===== config.mk =====
export PLATFORM = sky130hd
export DESIGN_NAME = pc_ctrl
export DESIGN_NICKNAME = d
export VERILOG_FILES = /design/src/rtl/prz_pkg.sv /design/src/rtl/pc_tgt_calc.sv /design/src/rtl/pc_ctrl.sv
export SDC_FILE = /design/constraint.sdc
export NUM_CORES = 1
export LEC_CHECK = 0
export ABC_AREA = 1
export BUFFER_PORTS_ARGS = -buffer_cell sky130_fd_sc_hd__buf_2
export CORE_UTILIZATION = 37
export CTS_CLUSTER_SIZE = 10
export DETAILED_ROUTE_END_ITERATION = 16
export SYNTH_ARGS = -nofsm -noshare
export SYNTH_HDL_FRONTEND = slang
export SYNTH_HIERARCHICAL = 1
export SYNTH_SLANG_ARGS = --single-unit

===== constraint.sdc =====
create_clock -name clk_i -period 4.9 [get_ports clk_i]
set_clock_uncertainty 0.1 [all_clocks]
set_input_delay 0.49 -clock clk_i [delete_from_list [all_inputs] [get_ports clk_i]]
set_output_delay 0.49 -clock clk_i [all_outputs]
set_load 0.01 [all_outputs]

===== src/rtl/prz_pkg.sv =====
// Shared definitions for the prz core fetch stage: FSM encoding, next-PC
// source selection, JMPR offset field position and reset vector.
package prz_pkg;

    typedef enum logic [1:0] {
        ST_WAIT  = 2'd0,
        ST_RUN   = 2'd1,
        ST_FLUSH = 2'd2,
        ST_HALT  = 2'd3
    } state_t;

    typedef enum logic [1:0] {
        SEL_HOLD = 2'd0,
        SEL_SEQ  = 2'd1,
        SEL_ABS  = 2'd2,
        SEL_REL  = 2'd3
    } pc_sel_t;

    localparam int unsigned JMPR_OFS_LSB = 4;
    localparam int unsigned RESET_VEC    = 0;

endpackage


===== src/rtl/pc_tgt_calc.sv =====
// Combinational next-fetch-PC generator: sequential increment, absolute
// target, or JMPR-relative target (offset relative to the JMPR word itself).
module pc_tgt_calc
    import prz_pkg::*;
#(
    parameter int PC_WIDTH       = 16,
    parameter int JMPR_OFS_WIDTH = 8
) (
    input  logic [PC_WIDTH-1:0]       pc_f,
    input  logic [PC_WIDTH-1:0]       pc_d,
    input  logic [PC_WIDTH-1:0]       jmp_tgt,
    input  logic [JMPR_OFS_WIDTH-1:0] ofs,
    input  logic [1:0]                sel,
    output logic [PC_WIDTH-1:0]       next_pc
);

    logic [PC_WIDTH-1:0] ofs_sext;
    logic [PC_WIDTH-1:0] rel_tgt;
    logic [PC_WIDTH-1:0] seq_pc;

    // Both additions wrap modulo 2^PC_WIDTH by truncation.
    assign ofs_sext = {{(PC_WIDTH-JMPR_OFS_WIDTH){ofs[JMPR_OFS_WIDTH-1]}}, ofs};
    assign rel_tgt  = pc_d + ofs_sext;
    assign seq_pc   = pc_f + PC_WIDTH'(1);

    // Next-PC source mux
    always_comb begin
        next_pc = pc_f;
        case (pc_sel_t'(sel))
            SEL_HOLD: next_pc = pc_f;
            SEL_SEQ:  next_pc = seq_pc;
            SEL_ABS:  next_pc = jmp_tgt;
            SEL_REL:  next_pc = rel_tgt;
            default:  next_pc = pc_f;
        endcase
    end

endmodule


===== src/rtl/pc_ctrl.sv =====
// Program counter and fetch sequencer of the prz core: drives the PRAM read
// address, tracks the address of the word on the PRAM output, resolves jumps/halt.
module pc_ctrl
    import prz_pkg::*;
#(
    parameter int INSTR_WIDTH    = 16,
    parameter int PC_WIDTH       = 16,
    parameter int JMPR_OFS_WIDTH = 8
) (
    input  logic                   clk_i,
    input  logic                   rst_i,
    input  logic [INSTR_WIDTH-1:0] out_data_pram_i,
    input  logic                   mask_i,
    input  logic                   jmpr_i,
    input  logic                   jmp_i,
    input  logic [PC_WIDTH-1:0]    jmp_tgt_i,
    input  logic                   halt_i,
    input  logic                   stall_i,
    output logic [PC_WIDTH-1:0]    pram_addr_o,
    output logic [PC_WIDTH-1:0]    pc_d_o,
    output logic                   instr_valid_o,
    output logic                   jmp_taken_o,
    output logic                   halted_o
);

    state_t              state_r;
    state_t              state_n;
    pc_sel_t             pc_sel;
    logic [PC_WIDTH-1:0] pc_f_r;
    logic [PC_WIDTH-1:0] pc_d_r;
    logic [PC_WIDTH-1:0] pc_d_n;
    logic [PC_WIDTH-1:0] pc_next;
    logic                unused_bits;

    assign unused_bits = ^{out_data_pram_i[INSTR_WIDTH-1:JMPR_OFS_LSB+JMPR_OFS_WIDTH],
                           out_data_pram_i[JMPR_OFS_LSB-1:0]};

    pc_tgt_calc #(
        .PC_WIDTH       (PC_WIDTH),
        .JMPR_OFS_WIDTH (JMPR_OFS_WIDTH)
    ) u_tgt (
        .pc_f    (pc_f_r),
        .pc_d    (pc_d_r),
        .jmp_tgt (jmp_tgt_i),
        .ofs     (out_data_pram_i[JMPR_OFS_LSB +: JMPR_OFS_WIDTH]),
        .sel     (pc_sel),
        .next_pc (pc_next)
    );

    // Next-state, next-PC selection and the combinational jump pulse
    always_comb begin
        state_n     = state_r;
        pc_sel      = SEL_HOLD;
        pc_d_n      = pc_d_r;
        jmp_taken_o = 1'b0;
        if (stall_i && (state_r != ST_HALT)) begin
            pc_sel = SEL_HOLD;
        end else begin
            case (state_r)
                // The FLUSH word is wrong-path: decoder strobes are ignored.
                ST_WAIT, ST_FLUSH: begin
                    state_n = ST_RUN;
                    pc_sel  = SEL_SEQ;
                    pc_d_n  = pc_f_r;
                end
                ST_RUN: begin
                    if (halt_i) begin
                        state_n = ST_HALT;
                    end else if (jmp_i) begin
                        state_n     = ST_FLUSH;
                        pc_sel      = SEL_ABS;
                        pc_d_n      = pc_f_r;
                        jmp_taken_o = ~rst_i;
                    end else if (jmpr_i && mask_i) begin
                        state_n     = ST_FLUSH;
                        pc_sel      = SEL_REL;
                        pc_d_n      = pc_f_r;
                        jmp_taken_o = ~rst_i;
                    end else begin
                        pc_sel = SEL_SEQ;
                        pc_d_n = pc_f_r;
                    end
                end
                ST_HALT: state_n = ST_HALT;
                default: state_n = ST_WAIT;
            endcase
        end
    end

    // State and PC registers with synchronous reset
    always_ff @(posedge clk_i) begin
        if (rst_i) begin
            state_r <= ST_WAIT;
            pc_f_r  <= PC_WIDTH'(RESET_VEC);
            pc_d_r  <= PC_WIDTH'(RESET_VEC);
        end else begin
            state_r <= state_n;
            pc_f_r  <= pc_next;
            pc_d_r  <= pc_d_n;
        end
    end

    assign pram_addr_o   = pc_f_r;
    assign pc_d_o        = pc_d_r;
    assign instr_valid_o = (state_r == ST_RUN);
    assign halted_o      = (state_r == ST_HALT);

endmodule


==> qor.json, run 1 <==
{
  "number_of_design_rule_violations_left_after_detail_routing": {"value": 0},
  "power_leakage": {"value": 1.91, "unit": "nW"},
  "post_cts_setup_buffer_count": {"value": 0},
  "synth_edf_count": {"value": 0},
  "pin_count_of_the_biggest_net_entering_global_routing": {"value": 34},
  "net_count_of_the_mapped_netlist": {"value": 586},
  "nNetsFinal": {"value": 645},
  "critPathTopFamily": {"value": "simple AND/OR/NAND/NOR gates"},
  "hold_path_end": {"value": "pc_d_o[7]"},
  "total_power": {"value": 0.813, "unit": "mW"},
  "required": {"value": 5030, "unit": "ps"},
  "worst_reg2reg_path_depth": {"value": 9},
  "start_kind": {"value": "flop"},
  "netSwitchingPower": {"value": 0.304, "unit": "mW"},
  "sequentialPowerShare": {"value": 39.9, "unit": "%"},
  "power_frac_clock": {"value": 28.0, "unit": "%"},
  "grt.overflow.total": {"value": 0},
  "die_area": {"value": 0.00883, "unit": "mm²"},
  "met2_use_gr": {"value": 37.2, "unit": "%"},
  "slew_headroom": {"value": 26.7, "unit": "%"},
  "global_route.peak_usage_layer": {"value": "met2"},
  "synth_top_flop_cell": {"value": "dfxtp_1"},
  "hold_viol": {"value": 0},
  "clock_tree.htree_level_count": {"value": 2},
  "ant_nets": {"value": 0},
  "reg2reg_setup_slack": {"value": 1930, "unit": "ps"},
  "p_sw_share": {"value": 37.4, "unit": "%"},
  "fmax_achieved": {"value": 336, "unit": "MHz"},
  "globalplace.congestion": {"value": 0.927},
  "synth_largest_area_cell": {"value": "dfxtp_1"},
  "floorplan.initialDensity": {"value": 38.1, "unit": "%"},
  "final.min_clock_period": {"value": 2970, "unit": "ps"},
  "floorplan.die.height": {"value": 94.0, "unit": "µm"},
  "final_common_cell": {"value": "nand2_1"},
  "die_width": {"value": 94.0, "unit": "µm"},
  "worst_slack": {"value": 1930, "unit": "ps"},
  "clk_pin_slew": {"value": 80, "unit": "ps"},
  "worstPathBufferInverterCount": {"value": 3},
  "drt_wl_total": {"value": 9070, "unit": "µm"},
  "synth_cell_types": {"value": 34},
  "routed_via_density": {"value": 4.94},
  "comb_pwr_share": {"value": 32.1, "unit": "%"},
  "timing.critical_path.mode_cell": {"value": "inv_1"},
  "cts_sinks": {"value": 34},
  "synthDominantCellAreaShare": {"value": 21.7, "unit": "%"},
  "initial_antenna_violation_count": {"value": 0},
  "n_antenna_cell": {"value": 0},
  "fin_max_slew_vios": {"value": 0},
  "worstReg2RegStart": {"value": "state_r[1]"},
  "floorplan.core_area": {"value": 0.00822, "unit": "mm²"},
  "post_cts_resized": {"value": 0},
  "r2r_end": {"value": "pram_addr_o[7]"},
  "yosys_warnings": {"value": 6},
  "internal-power": {"value": 0.509, "unit": "mW"},
  "setup.worst_path.end_class": {"value": "flop"},
  "grt_util_met3": {"value": 2.59, "unit": "%"},
  "worst-slew-pin-transition": {"value": 1100, "unit": "ps"},
  "startpoint_of_the_worst_hold_path": {"value": "pc_d_o[7]"},
  "drt_first_pass_iters": {"value": 4},
  "layout_worst_path_cycle_share": {"value": 60.7, "unit": "%"},
  "critical_path_class": {"value": "reg -> reg"},
  "clock_buffer_count_from_cts": {"value": 5},
  "critical_path_peak_fanout": {"value": 33},
  "crit_path_cell_trace": {"value": "o21ai_4 -> nand4_1 -> inv_1 -> inv_1 -> nor2_1 -> nand2_1 -> nand4_1 -> inv_1 -> nor2_1"},
  "via_count_of_the_first_global_routing_pass": {"value": 3149},
  "detailed_place_hpwl": {"value": 7070, "unit": "µm"},
  "wire_length_of_the_first_global_routing_pass": {"value": 14900, "unit": "µm"},
  "yosys_register_bits": {"value": 34},
  "cts_buffer_depth": {"value": 2},
  "post_cts_hold_buffer_count": {"value": 0},
  "largest_voltage_drop_on_the_vdd_net": {"value": 0.102, "unit": "mV"},
  "detail_route.iter0.violations": {"value": 131},
  "holdCritPathClass": {"value": "reg -> reg"},
  "run_status": {"value": "finished clean"},
  "synth_area": {"value": 0.00313, "unit": "mm²"},
  "reported_max_cap_violation_count": {"value": 0},
  "synthCells": {"value": 530},
  "ios": {"value": 74},
  "root_buffer": {"value": "clkbuf_8"},
  "grt_use_met1": {"value": 28.9, "unit": "%"},
  "setup_total_negative_slack": {"value": 0, "unit": "ps"},
  "mean_post_synth_cell_area": {"value": 5.91, "unit": "µm²"},
  "critPathMaxStageDelay": {"value": 730, "unit": "ps"},
  "final_core_utilization": {"value": 43.6, "unit": "%"},
  "setup_viol_count_final": {"value": 0},
  "gr-usage-all-layers": {"value": 21.6, "unit": "%"},
  "detail_route.wl_per_cell": {"value": 13.0, "unit": "µm"},
  "io_buffers": {"value": 65},
  "ys_async_sr_fraction": {"value": 0, "unit": "%"},
  "holdPathStages": {"value": 2},
  "drive_gt1_share": {"value": 17.6, "unit": "%"},
  "timing.critical_path.arrival": {"value": 3100, "unit": "ps"},
  "pwr_density_cell": {"value": 227, "unit": "mW/mm²"},
  "nFillCells": {"value": 916},
  "synth.top_cells.by_area": {"value": "dfxtp_1, nand2_1, inv_1, nand3_1, nor2_1"},
  "layout.cells.most_common_list": {"value": "nand2_1, inv_1, buf_2"},
  "rsz0062_at_grt": {"value": "false"},
  "fraction_of_the_yosys_area_taken_by_sequential_cells": {"value": 21.7, "unit": "%"},
  "clkLatencyLatePin": {"value": 290, "unit": "ps"},
  "layout-area-overhead-vs-synth": {"value": 14.5, "unit": "%"},
  "cp_slowest_cell": {"value": "o21ai_4"},
  "num_vias": {"value": 3435},
  "place_ws": {"value": 1700, "unit": "ps"},
  "placement_rows": {"value": 33},
  "cts_tree": {"value": "yes"}
}
-- routing by layer --
layer / wire (µm) / vias up / share of wire, %
li1: - / 1783 / -
met3: 448 / 6 / 4.9
met2: 4220 / 89 / 46
met5: 0 / - / 0
met4: 62 / 0 / 0.68
met1: 4340 / 1557 / 48
-- worst max-delay path by stage --
| stage | startpoint | to | slack [ps] | cells after the start |
|---|---|---|---|---|
| after floorplan | out_data_pram_i[4] | pram_addr_o[12] | 2980 | 12 |
| after global placement | halt_i | pram_addr_o[15] | 1790 | 12 |
| after detailed placement | halt_i | pram_addr_o[7] | 1700 | 10 |
| after CTS | state_r[1] | pram_addr_o[7] | 1910 | 9 |
| after global routing | state_r[1] | pram_addr_o[14] | 1570 | 11 |
| final | state_r[1] | pram_addr_o[7] | 1930 | 9 |
-- power by group through the flow --
| stage | sequential [mW] | clock, mW | combinational, mW |
|---|---|---|---|
| floorplan | 0.333 | 0 | 0.182 |
| global placement | 0.331 | 0 | 0.255 |
| detailed placement | 0.331 | 0 | 0.260 |
| CTS | 0.325 | 0.237 | 0.261 |
| global route | 0.329 | 0.249 | 0.297 |
| finish | 0.324 | 0.228 | 0.261 |
-- flip-flops by register name, indices dropped and copies added, names as in the netlist --
| signal | count |
|---|---|
| pram_addr_o | 16 |
| pc_d_o | 16 |
| state_r | 2 |
-- kinds of logic after synthesis --
logic type	Yosys count	synth area share, %
simple gates	321	47.0
buf+inv	108	14.4
compound gates	48	9.31
flops	34	21.7
fa+ha+maj	17	7.03
xor+xnor	2	0.560
-- cell type report --
cell class | count | area (µm²) | area share [%]
Clock inverter | 1 | 5.00 | 0.140
Clock buffer | 7 | 86.3 | 2.41
Sequential cell | 34 | 681 | 19.0
Inverter | 95 | 357 | 9.95
Tap cell | 105 | 131 | 3.66
Multi-Input combinational cell | 388 | 2000 | 55.8
Timing Repair Buffer | 65 | 325 | 9.08
-- worst min-delay path, cell delays in order, from the launching register on --
cell and delay, ps:
dfxtp_1 350, a21oi_1 50, nor2_1 80
-- metrics by stage --
| stage | area [µm²] | cells | hold WS (ps) |
|---|---|---|---|
| floorplan | 3130 | 530 | 390 |
| global placement | 3490 | 687 | 387 |
| detailed placement | 3490 | 687 | 402 |
| CTS | 3580 | 695 | 412 |
| global route | 3580 | 695 | 427 |
| finish | 3580 | 695 | 417 |
-- synthesized netlist by cell type (3+ instances only) --
cell       count
and2_1         3
or2_2          4
nor2_2         5
inv_1         88
o2111ai_1      3
nor2_1        56
inv_2          5
dfxtp_1       34
o21ai_0        9
nand4_1       17
nand3b_1      16
nor2_4         3
ha_1          16
a21oi_2        4
nand3_1       46
buf_6          4
buf_2          6
nand2_1      161
nand3_2        4
a21oi_1       27
Note: power is estimated with default switching activity, not from simulation.
==> inputs of run 2 (changes only) <==
Settings changed: ABC_AREA 1 to 0.
Clock period 4.9 ns to 2.75 ns, I/O delays scaled along.
==> run 2 against run 1 <==
Die area shrank 6.8%. Clock power increased by 77%. Non-clock buffer count rose by 19. Sequential power is 66% higher. Sequential share of layout area is 0.36 points higher. Hold slack worse by 130 ps. Total power up 51%. Synthesized cell count decreased by 36%. Via count fell by 19%. Core utilization grew 3.6 points. Critical endpoint is now pram_addr_o[12]. Setup slack got worse by 1800 ps.
==> qor.json, run 2 <==
{
  "via_count_of_the_first_global_routing_pass": {"value": 2611},
  "internal-power": {"value": 0.851, "unit": "mW"},
  "final.min_clock_period": {"value": 2650, "unit": "ps"},
  "crit_path_cell_trace": {"value": "ha_1 -> o21ai_0 -> a21oi_4 -> o32ai_4 -> o31ai_4 -> buf_4 -> or4_1 -> nand4_1 -> nor2b_1"},
  "reg2reg_setup_slack": {"value": 100, "unit": "ps"},
  "critPathMaxStageDelay": {"value": 490, "unit": "ps"},
  "setup_viol_count_final": {"value": 0},
  "cts_tree": {"value": "yes"},
  "ys_async_sr_fraction": {"value": 0, "unit": "%"},
  "yosys_register_bits": {"value": 34},
  "sequentialPowerShare": {"value": 43.7, "unit": "%"},
  "cts_sinks": {"value": 34},
  "layout_worst_path_cycle_share": {"value": 96.2, "unit": "%"},
  "p_sw_share": {"value": 30.9, "unit": "%"},
  "floorplan.initialDensity": {"value": 39.1, "unit": "%"},
  "largest_voltage_drop_on_the_vdd_net": {"value": 0.165, "unit": "mV"},
  "yosys_warnings": {"value": 6},
  "power_frac_clock": {"value": 32.8, "unit": "%"},
  "timing.critical_path.arrival": {"value": 2760, "unit": "ps"},
  "netSwitchingPower": {"value": 0.381, "unit": "mW"},
  "whs": {"value": 282, "unit": "ps"},
  "post_cts_hold_buffer_count": {"value": 0},
  "layout.cells.most_common_list": {"value": "buf_2, dfxtp_1, mux2i_1"},
  "critical_path_peak_fanout": {"value": 4},
  "pin_count_of_the_biggest_net_entering_global_routing": {"value": 32},
  "slew_headroom": {"value": 62.0, "unit": "%"},
  "grt.overflow.total": {"value": 0},
  "initial_antenna_violation_count": {"value": 0},
  "synth_area": {"value": 0.00291, "unit": "mm²"},
  "critical_path_class": {"value": "reg -> reg"},
  "mean_post_synth_cell_area": {"value": 8.64, "unit": "µm²"},
  "worstReg2RegStart": {"value": "pc_d_o[3]"},
  "clock_buffer_count_from_cts": {"value": 5},
  "fraction_of_the_yosys_area_taken_by_sequential_cells": {"value": 23.4, "unit": "%"},
  "net_count_of_the_mapped_netlist": {"value": 393},
  "synth.top_cells.by_area": {"value": "dfxtp_1, mux2i_1, ha_1, or2b_2, nor2b_1"},
  "drt_first_pass_iters": {"value": 5},
  "clock_tree.htree_level_count": {"value": 2},
  "fin_max_slew_vios": {"value": 0},
  "fmax_achieved": {"value": 378, "unit": "MHz"},
  "clk_pin_slew": {"value": 80, "unit": "ps"},
  "critPathTopFamily": {"value": "compound AO/OA/AOI/OAI gates"},
  "synth_edf_count": {"value": 0},
  "wire_length_of_the_first_global_routing_pass": {"value": 13000, "unit": "µm"},
  "cp_slowest_cell": {"value": "or4_1"},
  "floorplan.die.height": {"value": 90.7, "unit": "µm"},
  "power_leakage": {"value": 1.57, "unit": "nW"},
  "pwr_density_cell": {"value": 350, "unit": "mW/mm²"},
  "ios": {"value": 74},
  "die_area": {"value": 0.00823, "unit": "mm²"},
  "root_buffer": {"value": "clkbuf_8"},
  "placement_rows": {"value": 31},
  "required": {"value": 2870, "unit": "ps"},
  "worst-slew-pin-transition": {"value": 567, "unit": "ps"},
  "n_antenna_cell": {"value": 0},
  "setup.worst_path.end_class": {"value": "flop"},
  "nFillCells": {"value": 755},
  "hold_viol": {"value": 0},
  "comb_pwr_share": {"value": 23.5, "unit": "%"},
  "synth_most_common_cell": {"value": "dfxtp_1"},
  "detailed_place_hpwl": {"value": 6120, "unit": "µm"},
  "drt_wl_total": {"value": 8180, "unit": "µm"},
  "num_vias": {"value": 2789},
  "gr-usage-all-layers": {"value": 19.8, "unit": "%"},
  "worstSetupStartpoint": {"value": "pc_d_o[3]"},
  "synth_largest_area_cell": {"value": "dfxtp_1"},
  "worst_reg2reg_path_depth": {"value": 9},
  "setup_total_negative_slack": {"value": 0, "unit": "ps"},
  "io_buffers": {"value": 65},
  "synth_cell_types": {"value": 74},
  "rsz0062_at_grt": {"value": "false"},
  "start_kind": {"value": "flop"},
  "number_of_design_rule_violations_left_after_detail_routing": {"value": 0},
  "globalplace.congestion": {"value": 0.851},
  "reported_max_cap_violation_count": {"value": 0},
  "holdCritPathClass": {"value": "in -> reg"},
  "ant_nets": {"value": 0},
  "run_status": {"value": "finished clean"},
  "synthDominantCellAreaShare": {"value": 23.4, "unit": "%"},
  "synthCells": {"value": 337},
  "drive_gt1_share": {"value": 32.4, "unit": "%"},
  "final_common_cell": {"value": "buf_2"},
  "detail_route.wl_per_cell": {"value": 15.9, "unit": "µm"},
  "detail_route.iter0.violations": {"value": 211},
  "routed_via_density": {"value": 5.44},
  "cts_buffer_depth": {"value": 2},
  "nNetsFinal": {"value": 469},
  "floorplan.core_area": {"value": 0.00745, "unit": "mm²"},
  "cp_num_cells": {"value": 9},
  "worstPathBufferInverterCount": {"value": 1},
  "synth_top_flop_cell": {"value": "dfxtp_1"},
  "synthTopCellsByCount": {"value": "dfxtp_1, mux2i_1, a21oi_1"},
  "clkLatencyLatePin": {"value": 290, "unit": "ps"},
  "die_width": {"value": 90.7, "unit": "µm"},
  "r2r_end": {"value": "pram_addr_o[12]"},
  "worstSetupEndpoint": {"value": "pram_addr_o[12]"},
  "layout-area-overhead-vs-synth": {"value": 20.8, "unit": "%"}
}
==> run 2: worst min-delay path by stage <==
stage            startpoint        endpoint  slack (ps)  cells past startpoint
6_report             halt_i      state_r[1]         280                      3
2_1_floorplan       stall_i      state_r[0]         360                      2
3_3_place_gp      pc_d_o[4]       pc_d_o[4]         370                      2
5_1_grt              halt_i      state_r[1]         300                      3
3_5_place_dp      pc_d_o[5]       pc_d_o[5]         390                      2
4_1_cts        jmp_tgt_i[0]  pram_addr_o[0]         270                      4
==> run 2: final cells by class <==
| class | instances | area, µm² | area share (%) |
|---|---|---|---|
| multi-input combinational | 277 | 2110 | 59.9 |
| tap | 99 | 124 | 3.52 |
| clock buffer | 6 | 82.6 | 2.35 |
| inverter | 11 | 41.3 | 1.17 |
| timing repair buffer | 84 | 468 | 13.3 |
| clock inverter | 2 | 12.5 | 0.356 |
| sequential | 34 | 681 | 19.4 |
==> run 2: logic make-up after synthesis <==
logic type | count (synthesis) | share of synthesized area, %
buffers and inverters | 26 | 4.94
XOR/XNOR | 7 | 2.11
AND/OR/NAND/NOR | 136 | 28.9
AO/OA/AOI/OAI | 86 | 21.5
adder cells (fa/ha/maj) | 17 | 7.56
multiplexers | 31 | 11.6
flip-flops | 34 | 23.4
==> run 2: worst min-delay path: cells and delay by family <==
family	cells	cell delay, ps
AO/OA/AOI/OAI	1	80
buffers and inverters	1	140
AND/OR/NAND/NOR	1	120
==> run 2: power groups by stage <==
stage | Combinational [mW] | Clock (mW) | Sequential (mW)
after floorplan | 0.188 | 0 | 0.550
after global placement | 0.280 | 0 | 0.548
after detailed placement | 0.285 | 0 | 0.549
after CTS | 0.287 | 0.419 | 0.538
after global routing | 0.317 | 0.436 | 0.542
final | 0.289 | 0.404 | 0.538
==> run 2: per-layer routing <==
layer  track usage, %  vias up  wire, µm
met5                0        -         0
met4             8.74        0       178
met3             3.11       17       337
met2             32.4       88      3960
met1             25.5     1303      3710
li1                 -     1381         -
==> run 2: per-stage QoR <==
step	power (mW)	worst slack (ps)	utilization, %	std cells	area, µm²
after floorplan	0.738	291	-	337	2910
after global placement	0.828	152	45.3	501	3370
after detailed placement	0.834	96.0	45.3	501	3370
after CTS	1.24	90.2	46.6	509	3470
after global routing	1.29	16.8	47.2	513	3520
final	1.23	103	47.2	513	3520
==> run 2: timing repair <==
item | CTS | global route
setup endpoints to repair | 0 | 1
setup buffers | 0 | 4
gates resized for setup | 0 | 4
